### src/rtl/quick_spi_arbiter.sv
// Round-robin arbiter/sequencer sharing one quick_spi master between several clients.
// Optional watchdog abort of a hung master is enabled by defining QUICK_SPI_ARBITER_TIMEOUT_EN.
module quick_spi_arbiter #(
  parameter int NUMBER_OF_REQUESTERS = 4,
  parameter int NUMBER_OF_SLAVES     = 2,
  parameter int INCOMING_DATA_WIDTH  = 8,
  parameter int OUTGOING_DATA_WIDTH  = 16,
  parameter int TIMEOUT_CYCLES       = 1024
) (
  input  logic                                             clk,
  input  logic                                             reset_n,
  input  logic [NUMBER_OF_REQUESTERS-1:0]                  req_valid,
  input  logic [NUMBER_OF_REQUESTERS*NUMBER_OF_SLAVES-1:0] req_slave,
  input  logic [NUMBER_OF_REQUESTERS-1:0]                  req_operation,
  input  logic [NUMBER_OF_REQUESTERS*OUTGOING_DATA_WIDTH-1:0] req_outgoing_data,
  output logic [NUMBER_OF_REQUESTERS-1:0]                  req_ready,
  output logic [NUMBER_OF_REQUESTERS-1:0]                  rsp_valid,
  output logic [INCOMING_DATA_WIDTH-1:0]                   rsp_data,
  output logic                                             rsp_error,
  output logic                                             busy,
  output logic                                             spi_enable,
  output logic                                             spi_start_transaction,
  output logic [NUMBER_OF_SLAVES-1:0]                      spi_slave,
  output logic                                             spi_operation,
  output logic [OUTGOING_DATA_WIDTH-1:0]                   spi_outgoing_data,
  input  logic                                             spi_end_of_transaction,
  input  logic [INCOMING_DATA_WIDTH-1:0]                   spi_incoming_data,
  output logic                                             spi_reset_n
);

  localparam int N  = NUMBER_OF_REQUESTERS;
  localparam int SW = NUMBER_OF_SLAVES;
  localparam int IW = INCOMING_DATA_WIDTH;
  localparam int OW = OUTGOING_DATA_WIDTH;
  localparam int PW = $clog2(N);

  typedef enum logic [1:0] {IDLE, LAUNCH, BUSY, DONE} state_t;

  state_t          state, state_d;
  logic [PW-1:0]   ptr, ptr_d;
  logic [PW-1:0]   owner, owner_d;
  logic            reject, reject_d;
  logic [N-1:0]    req_ready_d, rsp_valid_d;
  logic [IW-1:0]   rsp_data_d;
  logic            rsp_error_d, busy_d, start_d;
  logic [SW-1:0]   slave_d;
  logic            op_d;
  logic [OW-1:0]   out_d;

  logic            found;
  logic [PW-1:0]   winner, cand;
  logic [SW-1:0]   sel_slave;
  logic            sel_op, sel_reject;
  logic [OW-1:0]   sel_data;

  assign spi_enable = 1'b1;

  // Search upward from the client after the last winner so every client gets a turn.
  always_comb begin
    found  = 1'b0;
    winner = '0;
    cand   = '0;
    for (int k = 1; k <= N; k++) begin
      cand = PW'((int'(ptr) + k) % N);
      if (!found && req_valid[cand]) begin
        found  = 1'b1;
        winner = cand;
      end
    end
    sel_slave  = req_slave[int'(winner)*SW +: SW];
    sel_op     = req_operation[winner];
    sel_data   = req_outgoing_data[int'(winner)*OW +: OW];
    sel_reject = (sel_slave >= SW'(NUMBER_OF_SLAVES));
  end

`ifdef QUICK_SPI_ARBITER_TIMEOUT_EN
  localparam int CW = $clog2(TIMEOUT_CYCLES + 1);
  logic [CW-1:0] tcount, tcount_d;
  logic          abort, abort_d;
  logic          spi_reset_n_d;

  // The abort cycle keeps the master in synchronous reset for exactly one cycle.
  always_ff @(posedge clk or negedge reset_n) begin
    if (!reset_n) begin
      tcount      <= '0;
      abort       <= 1'b0;
      spi_reset_n <= 1'b1;
    end else begin
      tcount      <= tcount_d;
      abort       <= abort_d;
      spi_reset_n <= spi_reset_n_d;
    end
  end
`else
  assign spi_reset_n = 1'b1;
`endif

  always_comb begin
    state_d     = state;
    ptr_d       = ptr;
    owner_d     = owner;
    reject_d    = reject;
    req_ready_d = '0;
    rsp_valid_d = '0;
    rsp_data_d  = '0;
    rsp_error_d = 1'b0;
    start_d     = 1'b0;
    slave_d     = spi_slave;
    op_d        = spi_operation;
    out_d       = spi_outgoing_data;
`ifdef QUICK_SPI_ARBITER_TIMEOUT_EN
    tcount_d      = tcount;
    abort_d       = 1'b0;
    spi_reset_n_d = 1'b1;
`endif
    case (state)
      IDLE: begin
        if (found) begin
          ptr_d              = winner;
          owner_d            = winner;
          reject_d           = sel_reject;
          slave_d            = sel_slave;
          op_d               = sel_op;
          out_d              = sel_data;
          req_ready_d[winner] = 1'b1;
          start_d            = !sel_reject;
          state_d            = LAUNCH;
        end
      end
      LAUNCH: begin
        if (reject) begin
          rsp_valid_d[owner] = 1'b1;
          rsp_error_d        = 1'b1;
          state_d            = DONE;
        end else begin
          state_d = BUSY;
`ifdef QUICK_SPI_ARBITER_TIMEOUT_EN
          tcount_d = '0;
`endif
        end
      end
      BUSY: begin
`ifdef QUICK_SPI_ARBITER_TIMEOUT_EN
        if (abort) begin
          rsp_valid_d[owner] = 1'b1;
          rsp_error_d        = 1'b1;
          state_d            = DONE;
        end else if (spi_end_of_transaction) begin
          rsp_valid_d[owner] = 1'b1;
          rsp_data_d         = spi_incoming_data;
          state_d            = DONE;
        end else begin
          tcount_d = tcount + CW'(1);
          if (tcount == CW'(TIMEOUT_CYCLES - 1)) begin
            abort_d       = 1'b1;
            spi_reset_n_d = 1'b0;
          end
        end
`else
        if (spi_end_of_transaction) begin
          rsp_valid_d[owner] = 1'b1;
          rsp_data_d         = spi_incoming_data;
          state_d            = DONE;
        end
`endif
      end
      DONE:    state_d = IDLE;
      default: state_d = IDLE;
    endcase
    busy_d = (state_d != IDLE);
  end

  // Outputs are registered alongside the state so they line up with it exactly.
  always_ff @(posedge clk or negedge reset_n) begin
    if (!reset_n) begin
      state                 <= IDLE;
      ptr                   <= PW'(N - 1);
      owner                 <= '0;
      reject                <= 1'b0;
      req_ready             <= '0;
      rsp_valid             <= '0;
      rsp_data              <= '0;
      rsp_error             <= 1'b0;
      busy                  <= 1'b0;
      spi_start_transaction <= 1'b0;
      spi_slave             <= '0;
      spi_operation         <= 1'b0;
      spi_outgoing_data     <= '0;
    end else begin
      state                 <= state_d;
      ptr                   <= ptr_d;
      owner                 <= owner_d;
      reject                <= reject_d;
      req_ready             <= req_ready_d;
      rsp_valid             <= rsp_valid_d;
      rsp_data              <= rsp_data_d;
      rsp_error             <= rsp_error_d;
      busy                  <= busy_d;
      spi_start_transaction <= start_d;
      spi_slave             <= slave_d;
      spi_operation         <= op_d;
      spi_outgoing_data     <= out_d;
    end
  end

endmodule

### config.mk
export PLATFORM = sky130hd
export DESIGN_NAME = quick_spi_arbiter
export DESIGN_NICKNAME = d
export VERILOG_FILES = /design/src/rtl/quick_spi_arbiter.sv
export SDC_FILE = /design/constraint.sdc
export NUM_CORES = 1
export LEC_CHECK = 0
export BUFFER_PORTS_ARGS = -buffer_cell sky130_fd_sc_hd__buf_2
export CAP_MARGIN = 10
export CORE_MARGIN = 4
export CORE_UTILIZATION = 47
export CTS_CLUSTER_DIAMETER = 60
export DETAILED_ROUTE_END_ITERATION = 12
export GPL_TIMING_DRIVEN = 0
export PLACE_DENSITY = 0.85
export SLEW_MARGIN = 0
export SYNTH_ARGS = -nofsm -noshare
export SYNTH_HDL_FRONTEND = slang
export SYNTH_SLANG_ARGS = --single-unit
export TNS_END_PERCENT = 100
### constraint.sdc
create_clock -name clk -period 3.4 [get_ports clk]
set_input_delay 0.17 -clock clk [delete_from_list [all_inputs] [get_ports clk]]
set_output_delay 0.17 -clock clk [all_outputs]
set_load 0.01 [all_outputs]
### Word-level counts from Yosys, hierarchy flattened

Cells that the tools add are included.

| word-level totals | value |
|---|---|
| register bits after elaboration | 45 |
| input port bits | 91 |
| output and inout bits | 40 |
| word-level logic and storage cells | 80 |

| cells by class | value |
|---|---|
| $add $sub $neg | 4 |
| magnitude comparators | 9 |
| eq/ne operators | 3 |
| shifts and indexed selects | 2 |
| mux-type cells | 37 |
| reductions and logical operators | 12 |

Operators with widths:

| kind | count |
|---|---|
| variable part select 64 x 7 -> 16 bit | 1 |
| less-than comparator 2 x 3 -> 1 bit, second input constant | 6 |
| 2-to-1 mux 1 bit | 16 |
| 2-to-1 mux 4 bit | 4 |
| 2-to-1 mux 8 bit | 2 |
| 2-to-1 mux 2 bit | 6 |
| binary-select mux 1 bit (select 2 bit) | 5 |
| one-hot mux 2 bit (4 select lines) | 1 |
| one-hot mux 4 bit (2 select lines) | 1 |
| variable part select 8 x 4 -> 2 bit | 1 |
| logical AND 1 bit | 5 |
| adder 2 x 1 -> 2 bit, second input constant | 2 |
| adder 2 bit, second input constant | 2 |
| demux 1 bit (select 2 bit) | 2 |
| equality test 2 bit, second input constant | 2 |
| greater-or-equal comparator 2 x 1 -> 1 bit, second input constant | 2 |
| logical NOT 1 bit | 4 |
| equality test 2 x 1 -> 1 bit, second input constant | 1 |
| greater-or-equal comparator 2 bit, second input constant | 1 |
| logical NOT 2 bit | 1 |
| AND reduction 2 bit | 1 |
| nonzero test 2 bit | 1 |

### Logic depth before layout (Yosys ltp)

Gate-level depths: netlist of the first run.

| logic depth | value |
|---|---|
| depth in word-level cells | 19 |
| mapped depth | 8 |

### Worst setup path after synthesis of the first run

Ideal clock, no wire load.

| timing path | value |
|---|---|
| path type | reg-to-reg |
| start point | reg ptr[0] |
| end point | reg spi_start_transaction |
| library setup time | 0.131 ns |
| arrival | 1.703 ns |
| path slack | 1.566 ns |
| stages on the path, launching flop included | 6 |
| path buffers | 0 |
| cell sequence | dfstp_2 -> nand2b_1 -> a21oi_1 -> or3_4 -> o2111a_1 -> or3_1 |

| on the way | value |
|---|---|
| word-level cells in the longest chain between the ends | 18 |
| elaborated cells between the ends (all ways) | 31 |
| classes of those cells | add/sub: 4; order compare: 1; shift: 1; mux: 18; reduce/logical: 7 |

Ends and longest elaborated chain:

| what | line | source |
|---|---|---|
| start: declaration | 40 | `logic [PW-1:0] ptr, ptr_d;` |
| start signal: assignment | 177 | `ptr <= PW'(N - 1);` |
| start signal: assignment | 191 | `ptr <= ptr_d;` |
| adder 2 x 1 -> 2 bit | 64 | `cand = PW'((int'(ptr) + k) % N);` |
| binary-select mux 1 bit (select 2 bit) | 65 | `if (!found && req_valid[cand]) begin` |
| 2-to-1 mux 1 bit (not written as such) | 65 |  |
| 2-to-1 mux 1 bit | 65 |  |
| logical NOT 1 bit | 65 |  |
| logical AND 1 bit | 65 |  |
| 2-to-1 mux 1 bit | 65 |  |
| logical NOT 1 bit | 65 |  |
| [... 3 more ...] | -- |  |
| logical AND 1 bit | 65 |  |
| 2-to-1 mux 2 bit | 65 |  |
| variable part select 8 x 4 -> 2 bit | 70 | `sel_slave = req_slave[int'(winner)*SW +: SW];` |
| greater-or-equal comparator 2 bit | 73 | `sel_reject = (sel_slave >= SW'(NUMBER_OF_SLAVES));` |
| logical NOT 1 bit | 126 | `start_d = !sel_reject;` |
| 2-to-1 mux 1 bit * | 118 | `if (found) begin` |
| 2-to-1 mux 1 bit * | 116 | `case (state)` |
| via start_d | 45 | `logic rsp_error_d, busy_d, start_d;` |
| end signal: assignment | 199 | `spi_start_transaction <= start_d;` |
| end: declaration | 22 | `output logic spi_start_transaction,` |

The timed path passes the listed nets; every way through them passes the cells marked *. The select of a mux whose other input is x is not followed.
A chain may end at the register's enable or synchronous reset.

### Final worst setup path of the first run

| timing path | value |
|---|---|
| start point | reg ptr[1] |
| end point | reg spi_outgoing_data[1] |

| on the way | value |
|---|---|
| word-level cells in the longest chain between the ends | 14 |
| elaborated cells between the ends (all ways) | 28 |
| classes of those cells | add/sub: 4; shift: 1; mux: 16; reduce/logical: 7 |

Ends and longest elaborated chain:

| what | line | source |
|---|---|---|
| adder 2 x 1 -> 2 bit | 64 |  |
| binary-select mux 1 bit (select 2 bit) | 65 |  |
| 2-to-1 mux 1 bit (not written as such) | 65 |  |
| 2-to-1 mux 1 bit | 65 |  |
| logical NOT 1 bit | 65 |  |
| logical AND 1 bit | 65 |  |
| 2-to-1 mux 1 bit | 65 |  |
| logical NOT 1 bit | 65 |  |
| logical AND 1 bit | 65 |  |
| 2-to-1 mux 1 bit | 65 |  |
| logical NOT 1 bit | 65 |  |
| logical AND 1 bit | 65 |  |
| 2-to-1 mux 2 bit or 2-to-1 mux 1 bit (tied branches) | 65 |  |
| variable part select 64 x 7 -> 16 bit or AND reduction 2 bit (tied branches) | -- |  |
| end signal: assignment | 202 | `spi_outgoing_data <= out_d;` |
| end: declaration | 25 | `output logic [OUTGOING_DATA_WIDTH-1:0] spi_outgoing_data,` |

Several ways; a longest one is shown, not always the timed one. The select of a mux whose other input is x is not followed.

==> impl_results.md, run 1 <==
* Outcome: finished clean
* Fmax at 0.479 GHz
* Drt drc at 0
* Vias at 2151
* Worst slew pin tran at 0.960 ns
* Pin count of the biggest net entering global routing at 45
* Num CTS Buffers at 5
* Setup violations, final at 0
* Clock tree buffer depth at 2
* Unrepaired setup endpoints after global routing: false
* Syn Inst Count at 220
* Postcts setup bufs at 0
* Synth area leaders: dfrtp_1 46%, a211oi_1 12%, mux2i_1 8.3%
* Lkg Pwr at 1.62 nW
* Layout cells sized above 1 at 44.3%
* Vias per cell at 5.07
* VDD IR-drop max at 0.000469 V
* # fillers at 402
* Distinct cell type count of the synthesized netlist at 34
* Synth cell count leaders: 42 x dfrtp_1, 37 x a211oi_1, 27 x nor2_1, 19 x mux2i_1, 19 x nor3b_1
* Routed len/inst at 14.5 um
* Vias in the first global route at 2166
* Post-layout minimum cycle time at 2.09 ns
* CP Capture Type: flop
* Cell mode on critical path: a211oi_1
* Flop2flop setup slack at 1.31 ns
* IO Pins at 131
* Grt met3 use at 4.99%
* Max-cap viol count at 0
* Period utilization at 61.4%
* WHS at 0.0283 ns
* Most numerous cell in the Yosys netlist: dfrtp_1
* Post-cts resize count at 0
* Synth Warn # at 0
* Cell taking the most area after synthesis: dfrtp_1
* Iter 0 DRT Violations at 100
* HP Class: input port to asynchronous set/reset pin
* Global route hottest layer: met2
* Worst setup path start: ptr[1]
* NumNets Final at 450
* Sequential area share after synthesis at 48.2%
* Top cell type's share of synthesized area at 45.9%
* Pwr/cell area at 747 nW/um^2
* Final setup TNS at 0 ns
* Die height at 77.8 um
* Critical Path RT at 3.54 ns
* Final Util at 65.9%
* Slew Viols, Final at 0
* Worst Reg-to-Reg Cells at 7
* Starting Density at 48.5%
* Clk slew on worst S/H paths at 0.08 ns
* Initial antenna violation count at 0
* Met2 GRT Util at 37.1%
* GRT overflow at 0
* Slew Limit Headroom at 36.0%
* Clock Sinks at 44
* RR Endpoint: spi_outgoing_data[1]
* Yosys reg bits at 44
* Core area at 4720 sq um
* Die width at 77.8 um
* Post-synthesis cell area at 2290 sq um
* Max stage delay on crit path at 0.59 ns
* Clk_lat worst skew at 0.29 ns
* First-pass GRT wire length at 9.72 mm
* CTS tree: yes
* Setup Crit Path Kind: flop to flop
* Asr flop ratio synth at 100%
* Post-synth EDFFs at 0
* CTS Hold Bufs at 0
* CTS root buf: clkbuf_8
* Post-DRT Antenna Nets at 0
* GRT Resource Usage Total at 20.3%
* Cell at the slowest stage of the critical path: dfstp_2
* CP Launch Type: flop
* Max Clock Skew at 0.00784 ns
* Die footprint at 6050 sq um
* Final GP Congestion at 0.810
* Final WL at 6.14 mm
* DR pass1 iterations at 4
* H-tree levels at 2
* Synth Area per Inst at 10.4 sq um
* Top FF cell, synth: dfrtp_1
* R2r startpoint: ptr[1]
* Worst EP arrival at 2.23 ns
* Post-DP HPWL at 4.75 mm
* Final hold violations at 0
* Crit path max fanout at 10
* Crit path cell chain: inv_1, o22ai_1, buf_2, clkbuf_1, nor3b_1, a211oi_1, a211oi_1
* Grt met1 use at 22.4%
* Worst setup path endpoint: spi_outgoing_data[1]
* Overall power at 2.32 mW
* Layout area overhead at 35.8%
* Port-buffer cells at 128
* Antenna Cells at 0
* Row count at 25
worst min path at each step:
stage	slack, ns	cells past startpoint	end	from
2_1_floorplan	-0.13	0	busy	reset_n
3_3_place_gp	0.37	1	state[1]	reset_n
3_5_place_dp	0.38	1	busy	reset_n
4_1_cts	0.05	1	busy	reset_n
5_1_grt	0.1	1	busy	reset_n
6_report	0.03	1	spi_outgoing_data[10]	reset_n
routing by layer:
layer	wire length, um	vias up
met5	0	-
met3	397	7
met1	2370	1001
li1	-	1070
met4	93	0
met2	3270	73
registers in the layout (all words and copies together) (netlist names), 2 cells and up:
| name | flops |
|---|---|
| rsp_valid | 4 |
| rsp_data | 8 |
| spi_outgoing_data | 16 |
| ptr | 2 |
| owner | 2 |
| req_ready | 4 |
| spi_slave | 2 |
| state | 2 |
layout by cell type (no fill, tap or decap), drive strengths merged, types with 3 or more instances in the layout:
cell / Yosys / final
a211oi: 37 / 37
a21oi: 6 / 6
and3: 9 / 9
buf: 15 / 143
clkbuf: 4 / 10
dfrtp: 42 / 42
ha: 3 / 3
inv: 6 / 6
mux2i: 19 / 19
nand2: 5 / 5
nand2b: 3 / 3
nor2: 28 / 28
nor3b: 19 / 19
cells by family after synthesis:
family | after synthesis | share of synthesized area [%]
buf+inv | 25 | 5.46
mux | 19 | 8.31
other cells | 1 | 0.164
compound gates | 56 | 18.6
flops | 44 | 48.2
fa+ha+maj | 3 | 1.64
simple gates | 72 | 17.7
cell type report:
| type | count | area (sq um) | area share [%] |
|---|---|---|---|
| Sequential cell | 44 | 1100 | 35.5 |
| Multi-Input combinational cell | 152 | 1060 | 34.2 |
| Timing Repair Buffer | 128 | 641 | 20.6 |
| Buffer | 19 | 103 | 3.30 |
| Tap cell | 67 | 83.8 | 2.70 |
| Clock buffer | 6 | 82.6 | 2.65 |
| Inverter | 6 | 22.5 | 0.724 |
| Clock inverter | 2 | 10.0 | 0.322 |
metrics by stage:
step,setup slack (ns),instances,cell area (sq um)
final,1.31,424,3110
after CTS,1.32,424,3110
after global routing,1.20,424,3110
after global placement,1.42,416,3020
after detailed placement,1.35,416,3020
after floorplan,1.57,221,2290
worst max-delay path, delay by kind of cell (launching register included):
kind	cells	cell delay, ns
buffers and inverters	3	0.77
DFF	1	0.59
AOI/OAI and AO/OA	3	0.47
and+or+nand+nor	1	0.10
report_power, final:
group          leakage [nW]  switching [mW]  internal, mW  total (mW)
registers             0.535           0.103         0.735       0.838
clock network        0.0510           0.170         0.162       0.332
logic                  1.03           0.663         0.491        1.15
(Power assumes the default switching activity.)
==> inputs of run 2 (changes only) <==
- ABC_AREA: unset -> 1
- CORE_UTILIZATION: 47 -> 43
- PLACE_DENSITY: 0.85 -> 0.77
- clock period: 3.4 -> 1.9 ns (I/O delays scaled with it)
==> impl_results.md, run 2 <==
* Outcome: finished with violations
* Failing checks: negative setup slack
* GRT Resource Usage Total at 21.0%
* Most frequent cells in the layout: 129 x buf_2, 121 x nand2_1, 90 x inv_1
* Cell taking the most area after synthesis: dfrtp_1
* Fmax at 0.476 GHz
* Reg with most FFs: spi_outgoing_data
* Synth cell count leaders: 147 x nand2_1, 90 x inv_1, 74 x nand3_1, 42 x dfrtp_1, 14 x nor2_1
* Worst EP arrival at 2.30 ns
* Final GP Congestion at 0.913
* Grt met3 use at 2.42%
* Clock tree buffer depth at 2
* CTS tree: yes
* Post-synth EDFFs at 0
* Global route hottest layer: met2
* Clock Sinks at 44
* Antenna Cells at 0
* Yosys reg bits at 44
* Port-buffer cells at 128
* R2r startpoint: ptr[0]
* H-tree levels at 2
* Drt drc at 0
* Iter 0 DRT Violations at 199
* Unrepaired setup endpoints after global routing: true
* NumNets Final at 688
* Die height at 90.5 um
* Max-cap viol count at 0
* Distinct cell type count of the synthesized netlist at 27
* Worst setup path start: ptr[0]
* Final Util at 66.8%
* Overall power at 9.52 mW
* First-pass GRT wire length at 14.2 mm
* Slew Limit Headroom at 35.7%
* DP Area at 3670 sq um
* Biggest regs: spi_outgoing_data (16), rsp_data (8)
* Routed len/inst at 14.2 um
* Post-DP HPWL at 6.56 mm
* Sequential area share after synthesis at 37.7%
* Die footprint at 8190 sq um
* Synth Warn # at 0
* Met2 GRT Util at 36.7%
* Grt met1 use at 26.9%
* Most numerous cell in the Yosys netlist: nand2_1
* CP Capture Type: flop
* Post-layout minimum cycle time at 2.10 ns
* Cell at the slowest stage of the critical path: dfstp_2
* GRT overflow at 0
* Worst slew pin tran at 0.965 ns
* Top FF cell, synth: dfrtp_1
* Post-synthesis cell area at 2930 sq um
* Synth Area per Inst at 6.68 sq um
* CP Launch Type: flop
* Pin count of the biggest net entering global routing at 45
* Max Clock Skew at 0.0115 ns
* Core area at 6490 sq um
* Row count at 29
* Crit path max fanout at 10
* Synth area leaders: dfrtp_1 36%, nand2_1 19%, nand3_1 13%
* IO Pins at 131
* Lkg Pwr at 2.73 nW
* Starting Density at 45.1%
* Initial antenna violation count at 0
* Final setup TNS at -3.67 ns
* CTS root buf: clkbuf_8
* Critical Path RT at 2.10 ns
* Period utilization at 111%
* Clk_lat worst skew at 0.30 ns
* # fillers at 542
* Syn Inst Count at 438
* Hold_sp: spi_incoming_data[3]
* Place WS at -0.150 ns
* Vias per cell at 4.92
* Vias in the first global route at 3132
* Crit path cell chain: buf_8, clkinv_8, buf_6, nand2_4, nand3_2, nand2_2, nor2_2, nor2_2, nand2_4, nand2_4, buf_6, nand2_1, nand3_1, nand2_1, nand2_1, nand2_1
* Final design area excluding fillers at 4340 sq um
* Num CTS Buffers at 5
* Setup Crit Path Kind: flop to flop
* Layout cells sized above 1 at 42.0%
* Die width at 90.5 um
* Slew Viols, Final at 0
* HP Class: input port to flop
* Clk slew on worst S/H paths at 0.09 ns
* Post-DRT Antenna Nets at 0
* Vias at 3306
* DR pass1 iterations at 6
* Asr flop ratio synth at 100%
* Cell mode on critical path: nand2_1
* VDD IR-drop max at 0.00156 V
* Commonest non-fill, non-tap cell in the layout: buf_2
* Final hold violations at 0
* Top cell type's share of synthesized area at 35.9%
* Pwr/cell area at 2200 nW/um^2
* Final WL at 9.53 mm
* Flip-flop count of the largest register after layout at 16
* Setup violations, final at 27
* Final Worst Setup Slack at -0.200 ns
* Max stage delay on crit path at 0.54 ns
* Layout area overhead at 48.1%
-- run 2: changes by cell type after synthesis, sizes merged, moves of 8 or more --
| cell | change |
|---|---|
| mux2i | -19 |
| inv | +89 |
| nor3b | -19 |
| nand3 | +84 |
| buf | +8 |
| nand2 | +151 |
| a211oi | -37 |
| nor2 | -11 |
| and3 | -9 |
-- run 2: logic make-up (layout without fill, tap and decap cells) --
kind of cell / count (synthesis) / after routing / synth area share, %
compound gates: 8 / 8 / 1.58
other cells: 1 / 2 / 0.128
buf+inv: 119 / 275 / 18.2
flops: 44 / 44 / 37.7
simple gates: 263 / 263 / 41.1
fa+ha+maj: 3 / 3 / 1.28
-- run 2: power breakdown --
group	total (mW)	switching [mW]	internal, mW
registers	1.52	0.187	1.33
clock network	0.777	0.313	0.464
logic	7.23	4.17	3.06
-- run 2: final timing paths --
check / slack [ns] / end / depth (start not counted)
setup / recovery: -0.20 / spi_slave[0] / 16
hold / removal: 0.002 / rsp_data[3] / 3
setup reg to reg: -0.20 / spi_slave[0] / 16
hold reg to reg: 0.48 / spi_outgoing_data[8] / 2
max in group asynchronous: 0.81 / spi_outgoing_data[12] / 2
min in group asynchronous: 0.49 / spi_start_transaction / 2
-- run 2: layout make-up --
| cell class | instances | area, sq um | share of cell area [%] |
|---|---|---|---|
| multi-input cells | 276 | 1510 | 34.7 |
| flip-flops and latches | 44 | 1100 | 25.5 |
| clock inverters | 1 | 30.0 | 0.693 |
| repair buffers | 149 | 882 | 20.3 |
| well taps | 77 | 96.3 | 2.22 |
| plain buffers | 23 | 248 | 5.71 |
| clock buffers | 7 | 96.3 | 2.22 |
| inverters | 95 | 374 | 8.63 |
-- run 2: worst max-delay path: cells and delay by family, from the launching register on --
kind	cells	cell delay [ns]
AND/OR/NAND/NOR	12	0.96
buffers and inverters	4	0.49
flip-flops	1	0.54
-- run 2: routing by layer --
| layer | vias up | wire [um] |
|---|---|---|
| li1 | 1623 | - |
| met1 | 1531 | 3930 |
| met2 | 134 | 4840 |
| met3 | 18 | 582 |
| met4 | 0 | 177 |
| met5 | - | 0 |
-- run 2: metrics by stage --
stage	cells	hold slack (ns)
final	672	0.00172
after global routing	672	0.00895
after CTS	659	0.000684
after detailed placement	644	0.296
after global placement	644	0.284
after floorplan	439	-0.201
-- run 2: what timing repair did --
action,CTS,global route
gates resized for setup,44,58
endpoints found under the setup margin,24,30
pin swaps,0,6
hold buffers,2,0
endpoints found under the hold margin,43,0
gates cloned,1,3
buffers inserted,4,11
==> inputs of run 3 (changes only) <==
- ABC_CLOCK_PERIOD_IN_PS: unset -> 1900
- CORE_ASPECT_RATIO: unset -> 2
==> impl_results.md, run 3 (synthesized netlist as in run 2, its figures left out) <==
* Outcome: finished with violations
* Failing checks: negative setup slack
* Crit path cell chain: buf_8, inv_8, nand2_4, nand2_2, nand2_2, nand2_2, nor2_4, nand3_2, nand2_4, buf_8, buf_12, nand3_2, nand3_2, nand2_1, nand2_1, nand2_1
* Setup Crit Path Kind: flop to flop
* RR Endpoint: spi_outgoing_data[14]
* R2r startpoint: ptr[0]
* Commonest non-fill, non-tap cell in the layout: nand2_1
* First-pass GRT wire length at 14.7 mm
* Slew Limit Headroom at 35.7%
* Final Util at 63.4%
* Fmax at 0.477 GHz
* Hold EP: rsp_data[1]
* Max-cap viol count at 0
* Vias per cell at 4.89
* NumNets Final at 685
* Layout area overhead at 43.5%
* Lkg Pwr at 2.68 nW
* Vias at 3328
* Unrepaired setup endpoints after global routing: true
* HP Class: input port to flop
* Post-DRT Antenna Nets at 0
* Reg with most FFs: spi_outgoing_data
* CTS root buf: clkbuf_16
* Crit path max fanout at 8
* CTS tree: yes
* Routed len/inst at 13.8 um
* Clk_lat worst skew at 0.29 ns
* Worst EP arrival at 2.27 ns
* VDD IR-drop max at 0.00162 V
* Slew Viols, Final at 0
* Row count at 42
* Core area at 6620 sq um
* Clock tree buffer depth at 2
* Final Worst Setup Slack at -0.197 ns
* Port-buffer cells at 128
* Hold Crit Depth at 3
* Flip-flop count of the largest register after layout at 16
* Clk slew on worst S/H paths at 0.06 ns
* Max stage delay on crit path at 0.53 ns
* Hold_sp: spi_incoming_data[1]
* Num CTS Buffers at 5
* Drt drc at 0
* Final hold violations at 0
* Die width at 66.3 um
* Biggest regs: spi_outgoing_data (16), rsp_data (8)
* GRT overflow at 0
* Layout cells sized above 1 at 38.7%
* H-tree levels at 2
* Final setup TNS at -2.55 ns
* Antenna Cells at 0
* Vias in the first global route at 3329
* Place WS at -0.147 ns
* Most frequent cells in the layout: 133 x nand2_1, 129 x buf_2, 90 x inv_1
* IO Pins at 131
* Clock Sinks at 44
* Max Clock Skew at 0.00306 ns
* Period utilization at 110%
* Setup violations, final at 23
* Final GP Congestion at 0.854
* Critical Path RT at 2.08 ns
* Finished Layout Cells at 680
* CP Launch Type: flop
* Die footprint at 8270 sq um
* WHS at 0.00755 ns
* Pin count of the biggest net entering global routing at 45
* Pwr/cell area at 2160 nW/um^2
* Post-layout minimum cycle time at 2.10 ns
* Post-DP HPWL at 6.85 mm
* Initial antenna violation count at 0
* CP Capture Type: flop
* GRT Resource Usage Total at 22.7%
* Cell Count Post-Placement at 655
* Die height at 125 um
* Iter 0 DRT Violations at 203
* Starting Density at 44.2%
* Worst Reg-to-Reg Cells at 16
* Final WL at 9.37 mm
* Flop2flop setup slack at -0.20 ns
* DR pass1 iterations at 5
* Cell at the slowest stage of the critical path: dfstp_2
* Worst slew pin tran at 0.965 ns
## run 3: cell types whose count changed in the layout (fill, tap and decap cells not counted), moves of 4 or more
cell | previous run | this run
buf_6 | 9 | 13
buf_8 | 7 | 3
clkbuf_16 | 2 | 6
clkbuf_8 | 7 | 1
nand2_1 | 121 | 133
nand2_2 | 20 | 15
nand2_4 | 15 | 8
nor2_1 | 10 | 14
## run 3: what timing repair did
action                     CTS  global route
hold buffers                 1             0
hold endpoints to repair    15             0
setup buffers                6             7
pin swaps                    4            19
gates resized for setup     33            34
cloned                       1             2
setup endpoints to repair   27            30
## run 3: critical path, delay by kind of cell, from the launching register on
kind                   cells  cell delay [ns]
and+or+nand+nor           12             0.98
buffers and inverters      4             0.46
DFF                        1             0.53
## run 3: metal layers
| layer | vias to the layer above | GRT usage, % | wire, um |
|---|---|---|---|
| met5 | - | 0 | 0 |
| met4 | 0 | 11.9 | 455 |
| met3 | 37 | 3.43 | 627 |
| met2 | 165 | 42.4 | 5060 |
| met1 | 1519 | 22.7 | 3230 |
| li1 | 1607 | - | - |
## run 3: worst max-delay path by stage
stage,end,startpoint,depth (start not counted),slack (ns)
5_1_grt,spi_slave[0],ptr[0],16,-0.29
3_5_place_dp,spi_operation,ptr[0],15,-0.15
4_1_cts,spi_outgoing_data[3],ptr[0],16,-0.07
2_1_floorplan,spi_outgoing_data[1],ptr[0],16,0.06
3_3_place_gp,spi_operation,ptr[0],15,-0.13
6_report,spi_outgoing_data[14],ptr[0],16,-0.20
## run 3: layout make-up
| class | count | area (sq um) |
|---|---|---|
| buffer | 24 | 248 |
| clock buffer | 8 | 146 |
| fill | 597 | 2420 |
| inverter | 95 | 367 |
| multi-input combinational | 276 | 1410 |
| sequential | 44 | 1100 |
| tap | 88 | 110 |
| timing repair buffer | 145 | 812 |
## run 3: stage by stage
| stage | power, mW | area (sq um) |
|---|---|---|
| after floorplan | 5.35 | 2930 |
| after global placement | 6.65 | 3680 |
| after detailed placement | 6.77 | 3680 |
| after CTS | 8.29 | 4010 |
| after global routing | 9.74 | 4200 |
| final | 9.06 | 4200 |
## run 3: power breakdown
part | internal (mW) | total (mW) | switching, mW
Sequential | 1.33 | 1.52 | 0.190
Clock | 0.524 | 0.868 | 0.344
Combinational | 2.76 | 6.67 | 3.91
Total | 4.61 | 9.06 | 4.44
